$ cat src/rtl/dm_arbiter.sv
// Two-port round-robin arbiter in front of a single-port data memory (DM).
// One access at a time: a write takes IDLE+ACCESS, a read adds a RESP cycle.
module dm_arbiter (
  input  logic        clk,
  input  logic        rst_n,
  input  logic        p0_req,
  input  logic        p0_we,
  input  logic [9:0]  p0_addr,
  input  logic [31:0] p0_wdata,
  output logic        p0_gnt,
  output logic        p0_rvalid,
  output logic [31:0] p0_rdata,
  input  logic        p1_req,
  input  logic        p1_we,
  input  logic [9:0]  p1_addr,
  input  logic [31:0] p1_wdata,
  output logic        p1_gnt,
  output logic        p1_rvalid,
  output logic [31:0] p1_rdata,
  output logic        dm_dmwr,
  output logic        dm_wren,
  output logic [9:0]  dm_address,
  output logic [31:0] dm_din,
  input  logic [31:0] dm_dout,
  output logic        busy
);
  localparam int NUM_PORTS = 2;

  localparam logic [1:0] IDLE   = 2'd0;
  localparam logic [1:0] ACCESS = 2'd1;
  localparam logic [1:0] RESP   = 2'd2;

  logic [1:0]                  state;
  logic                        last_grant;
  logic                        winner;
  logic                        pick;
  logic [NUM_PORTS-1:0]        req, we, gnt_q, rvalid_q;
  logic [NUM_PORTS-1:0][9:0]   addr;
  logic [NUM_PORTS-1:0][31:0]  wdata, rdata_q, rdata;

  assign req   = {p1_req, p0_req};
  assign we    = {p1_we, p0_we};
  assign addr  = {p1_addr, p0_addr};
  assign wdata = {p1_wdata, p0_wdata};

  // On a tie the port that did not win last time goes first.
  always_comb begin
    pick = req[1];
    if (req[0] && req[1]) pick = ~last_grant;
  end

  // The dm_* flops double as the latched request; dm_dmwr doubles as the latched we.
  always_ff @(posedge clk) begin
    if (!rst_n) begin
      state      <= IDLE;
      last_grant <= 1'b1;
      winner     <= 1'b0;
      gnt_q      <= '0;
      rvalid_q   <= '0;
      dm_wren    <= 1'b0;
      dm_dmwr    <= 1'b0;
      dm_address <= '0;
      dm_din     <= '0;
    end else begin
      gnt_q    <= '0;
      rvalid_q <= '0;
      dm_wren  <= 1'b0;
      dm_dmwr  <= 1'b0;
      case (state)
        IDLE: begin
          if (|req) begin
            state       <= ACCESS;
            winner      <= pick;
            last_grant  <= pick;
            gnt_q[pick] <= 1'b1;
            dm_wren     <= 1'b1;
            dm_dmwr     <= we[pick];
            dm_address  <= addr[pick];
            dm_din      <= wdata[pick];
          end
        end
        ACCESS: begin
          if (dm_dmwr) begin
            state <= IDLE;
          end else begin
            state            <= RESP;
            rvalid_q[winner] <= 1'b1;
          end
        end
        default: state <= IDLE;
      endcase
    end
  end

  always_ff @(posedge clk) begin
    for (int i = 0; i < NUM_PORTS; i++) begin
      if (!rst_n)           rdata_q[i] <= '0;
      else if (rvalid_q[i]) rdata_q[i] <= dm_dout;
    end
  end

  // DM dout is only valid during RESP, so pass it through live and hold it afterwards.
  for (genvar i = 0; i < NUM_PORTS; i++) begin : g_port
    assign rdata[i] = rvalid_q[i] ? dm_dout : rdata_q[i];
  end

  assign p0_gnt    = gnt_q[0];
  assign p1_gnt    = gnt_q[1];
  assign p0_rvalid = rvalid_q[0];
  assign p1_rvalid = rvalid_q[1];
  assign p0_rdata  = rdata[0];
  assign p1_rdata  = rdata[1];
  assign busy      = (state != IDLE);
endmodule

$ cat config.mk
export PLATFORM = sky130hd
export DESIGN_NAME = dm_arbiter
export DESIGN_NICKNAME = d
export VERILOG_FILES = /design/src/rtl/dm_arbiter.sv
export SDC_FILE = /design/constraint.sdc
export NUM_CORES = 1
export LEC_CHECK = 0
export CORE_MARGIN = 5
export CORE_UTILIZATION = 37
export DETAILED_ROUTE_END_ITERATION = 8
export PLACE_DENSITY = 0.84
export SLEW_MARGIN = 20
export SYNTH_ARGS = -nofsm -noshare
export SYNTH_HDL_FRONTEND = slang
export SYNTH_SLANG_ARGS = --single-unit
$ cat constraint.sdc
create_clock -name clk -period 1.4 [get_ports clk]
set_clock_uncertainty 0.2 [all_clocks]
set_input_delay 0.21 -clock clk [delete_from_list [all_inputs] [get_ports clk]]
set_output_delay 0.21 -clock clk [all_outputs]
set_load 0.02 [all_outputs]
# ---- Yosys cells after proc, flatten, opt, wreduce, memory -nomap -nowiden
# Cells that the tools add are included.
dict set report totals {
  output_inout_bits 113
  in_bits 122
  regBits 116
  wordCells 47
}
dict set report classes {
  n_reduce_logical 10
  eq_ne 2
  bitwise_logic 3
  n_mux 17
  n_lt_le_gt_ge 4
}
# cell n
set ops {}
lappend ops {{$mux W32} 4}
lappend ops {{$mux W10} 2}
lappend ops {{$mux W1} 6}
lappend ops {{$lt A1 B2 Y1 const B} 2}
lappend ops {{$mux W2} 2}
lappend ops {{$pmux W2 S2} 1}
lappend ops {{$reduce_and A2 Y1} 2}
lappend ops {{$logic_and A1 B1 Y1} 3}
lappend ops {{$not A1 Y1} 3}
lappend ops {{$reduce_and A3 Y1} 1}
lappend ops {{$reduce_or A3 Y1} 1}
lappend ops {{$demux W1 S1} 2}
lappend ops {{$eq A2 B1 Y1 const B} 1}
lappend ops {{$ge A1 B1 Y1 const B} 2}
lappend ops {{$logic_not A2 Y1} 1}
lappend ops {{$ne A2 B2 Y1 const B} 1}
lappend ops {{$reduce_bool A2 Y1} 1}
lappend ops {{$reduce_or A2 Y1} 1}

# ---- Logic depth before layout (Yosys ltp)
dict set report depth {
  word_depth 6
  mapped_depth 6
}

# ---- Worst setup path before layout
# Ideal clock, no wire load.
dict set report synth_timing {
  kind {register to register}
  from {register rvalid_q[0]}
  to {register rdata_q[0] (netlist bit)}
  required_time_ps 1085
  synth_period_minus_slack_ps 1779
  slack_ps -379
  t_arrival_ps 1464
  setup_time_ps 115
  path_stages_with_launch 5
  cell_sequence {dfxtp_1 clkbuf_1 buf_2 mux2_1 and2_1}
}
dict set report synth_between {
  elab_chain_len 1
}
# item line
set synth_lines {}
lappend synth_lines {{start: declaration} 37} ;# logic [NUM_PORTS-1:0] req, we, gnt_q, rvalid_q;
lappend synth_lines {{start signal: assignment} 59} ;# rvalid_q <= '0;
lappend synth_lines {{start signal: assignment} 66} ;# rvalid_q <= '0;
lappend synth_lines {{start signal: indexed assignment} 87} ;# rvalid_q[winner] <= 1'b1;
lappend synth_lines {{$mux W32} --}
lappend synth_lines {{via p0_rdata[0]} 12} ;# output logic [31:0] p0_rdata,
lappend synth_lines {{end signal: indexed assignment} 98} ;# else if (rvalid_q[i]) rdata_q[i] <= dm_dout;
lappend synth_lines {{end: declaration} 39} ;# logic [NUM_PORTS-1:0][31:0] wdata, rdata_q, rdata;
# The timed path passes the listed nets, and every way through them passes these cells.
# A chain may end at the register's enable or synchronous reset.

# ---- Final worst setup path
dict set report layout_timing {
  from {register rvalid_q[0]}
  to {output p0_rdata[11]}
}
dict set report layout_between {
  elab_chain_len 1
}
# item line
set layout_lines {}
lappend layout_lines {{$mux W32} --}
lappend layout_lines {{end: declaration} 12}
# Every way passes these cells.

==> flow_summary.toml <==
[synthesis]
netlist_area_sq_mm = 0.004948
synth-seq-area-share_pct = 46.93
post_synth.cell_area_avg_sq_um = 10.33
yosys_register_bits = 116
synth-warning-count = 0
synth_simple_gate_area_share_pct = 15.88
synthMuxAreaShare_pct = 14.56
synth_compound_gate_area_share_pct = 17.77
synth.lib_cells_used.distinct = 24
synth-xor-area-share_pct = 0
post_synth_inst_count = 479
synth_fp_nets = 601
dominant_combinational_cell_family_by_area_after_synthesis = "compound AO/OA/AOI/OAI gates"
synth_adder_area_share_pct = 0

[critical_path]
end_kind = "output pin"
timing.critical_path.from_type = "flip-flop"
critical_path_data_required_time_ps = 990
worstPathArrival_ps = 1520
path_max_fanout = 6
reg2reg_from = "state[1]"
crit_path_start = "rvalid_q[0]"
worstSetupPathType = "flip-flop to output pin"

[floorplan]
rows = 42
num_io_pins = 235
die_h_um = 125.6
die_w_um = 125.6
dieArea_sq_mm = 0.01579
core_region_area_sq_mm = 0.01319
floorplan.initialDensity_pct = 37.52

[sta]
maxSlewViolCount = 0
min_period_ps = 1935
timing.max_slew.rel_slack_pct = 74.30
finalHoldWorstSlack_ps = 188.8
setup_repair_after_global_routing_missed_its_margin = "yes"
min_period_over_period_pct = 138.2
timing_worst_slew_pin_value_ps = 385.5
timing.fmax_mhz = 516.9
setup-violations-final = 129
timing.final.hold_violations = 0
final_critical_path_setup_slack_ps = -534.6

[final_layout]
fin_nets = 892
flow.area_growth_from_synthesis_pct = 95.73
final_cells = 956
post_route_cells_drive_above_1_share_pct = 53.59
final_cell_mix = "clkdlybuf4s50_1, dfxtp_1, buf_6"
n_antenna_cell = 0
layout.cells.most_common = "clkdlybuf4s50_1"

[worst_hold_path]
worst_hold_startpoint = "p0_wdata[25]"
hold_class = "input port to flip-flop"

[drt]
wl_per_cell_um = 21.00
num_vias = 5052
antenna_left = 0
dr.pass1.iters = 4
dr_vias_cell = 5.285
dr.first_iter.drc_count = 277
postRouteWirelength_um = 20070
drc = 0

[clocking]
clock_tree_from_tritoncts = "done"
ctsHtreeMaxLevel = 4
worstSkewPairLatency_ps = 400
clk_transition_reported_paths_ps = 60
cts-root-buf = "clkbuf_16"
clkSinkCount = 116
cts-buffers-inserted = 17
clock_path_buffers = 2

[placed_design]
hpwlAfterDp_um = 11490
numPlacedInstances = 875
minimum_setup_slack_after_placement_ps = -532.5
port_buffers = 234
globalplace.congestion = 0.7879

[grt]
antenna_found_initial = 0
number_of_global_route_vias_before_repair = 5335
overflow = 0
grt_start_max_net_pins = 55
global_route_wire_length_before_repair_um = 29020
overall_routing_resource_usage_pct = 23.16

[pwr]
worst_vdd_drop_uv = 910.0
power_density_mw_per_mm2 = 1134
p_leak_nw = 4.084

[run_status]
result_of_the_run = "finished, violations left"
failed_checks = "setup timing"

[flow_run]
drv_cap = 0
==> per-stage QoR <==
| step | setup TNS (ps) | utilization, % | instance area (sq um) | power [mW] |
|---|---|---|---|---|
| after floorplan | -5675 | - | 5289 | 4.874 |
| after global routing | -45130 | 73.43 | 9686 | 11.33 |
| final | -40260 | 73.43 | 9686 | 10.98 |
| after global placement | -51530 | 59.71 | 7876 | 5.896 |
| after detailed placement | -53800 | 59.71 | 7876 | 5.950 |
| after CTS | -38790 | 70.38 | 9283 | 10.74 |
==> area by class of cell <==
class,count,area (sq um)
Fill cell,801,3505
Timing Repair Buffer,315,3492
Multi-Input combinational cell,316,3020
Sequential cell,116,2350
Clock buffer,25,515.5
Tap cell,176,220.2
Clock inverter,4,70.07
Inverter,4,17.52
==> final timing paths <==
check	depth (start not counted)	slack (ps)	endpoint
min reg2reg	1	230	rvalid_q[0]
min	3	190	dm_din[25]
max	4	-530	p0_rdata[11]
max reg2reg	8	-330	dm_din[16]
==> synthesized netlist by cell type, drive strengths merged <==
| library cell | instances | area [sq um] |
|---|---|---|
| dfxtp | 116 | 2322 |
| nand2 | 87 | 326.6 |
| and2 | 66 | 415.4 |
| mux2 | 64 | 720.7 |
| a21oi | 45 | 225.2 |
| a311oi | 42 | 618.1 |
| buf | 22 | 146.4 |
| clkbuf | 21 | 78.83 |
| inv | 4 | 15.01 |
| nor2 | 3 | 11.26 |
| a21bo | 2 | 20.02 |
| a21boi | 1 | 11.26 |
| and3 | 1 | 6.260 |
| nand3 | 1 | 5.000 |
| nor2b | 1 | 6.260 |
| nor4b | 1 | 8.760 |
| o21ai | 1 | 5.000 |
| or2 | 1 | 6.260 |
==> layer usage <==
layer  track usage, %  wire (um)  vias up
met5                0          0        -
met1            24.16       7243     2444
met2            41.47      10390      287
met4            11.61        726        0
li1                 -          -     2251
met3            7.748       1716       70
==> report_power, final <==
group | total [mW] | internal, mW | switching (mW) | leakage (nW)
sequential | 3.71 | 3.53 | 0.177 | 0.954
clock | 4.30 | 2.86 | 1.43 | 0.291
combinational | 2.98 | 1.60 | 1.38 | 2.84
==> state kept, by name (all words and copies together) (netlist names) <==
signal	flops
dm_din	32
rvalid_q	2
state	2
rdata_q	64
dm_address	10
dm_dmwr	1
dm_wren	1
gnt_q	2
last_grant	1
winner	1
==> timing repair <==
| action | in CTS | in global routing |
|---|---|---|
| gates resized for setup | 666 | 128 |
| gates cloned | 14 | 3 |
| endpoints found under the hold margin | 1 | 0 |
| hold buffers | 1 | 0 |
| setup endpoints to repair | 155 | 153 |
| setup buffers | 32 | 19 |
| pin swaps | 19 | 35 |
==> critical path, cell delays in order (launching register included) <==
cell and delay (ps):
dfxtp_4 430, buf_12 130, buf_8 110, mux2_4 320, buf_6 130
==> logic make-up (layout without fill, tap and decap cells) <==
group / after synthesis / in the layout
AO/OA/AOI/OAI: 91 / 91
buffers and inverters: 47 / 348
flip-flops: 116 / 116
multiplexers: 64 / 64
AND/OR/NAND/NOR: 161 / 161
(Power assumes the default switching activity.)
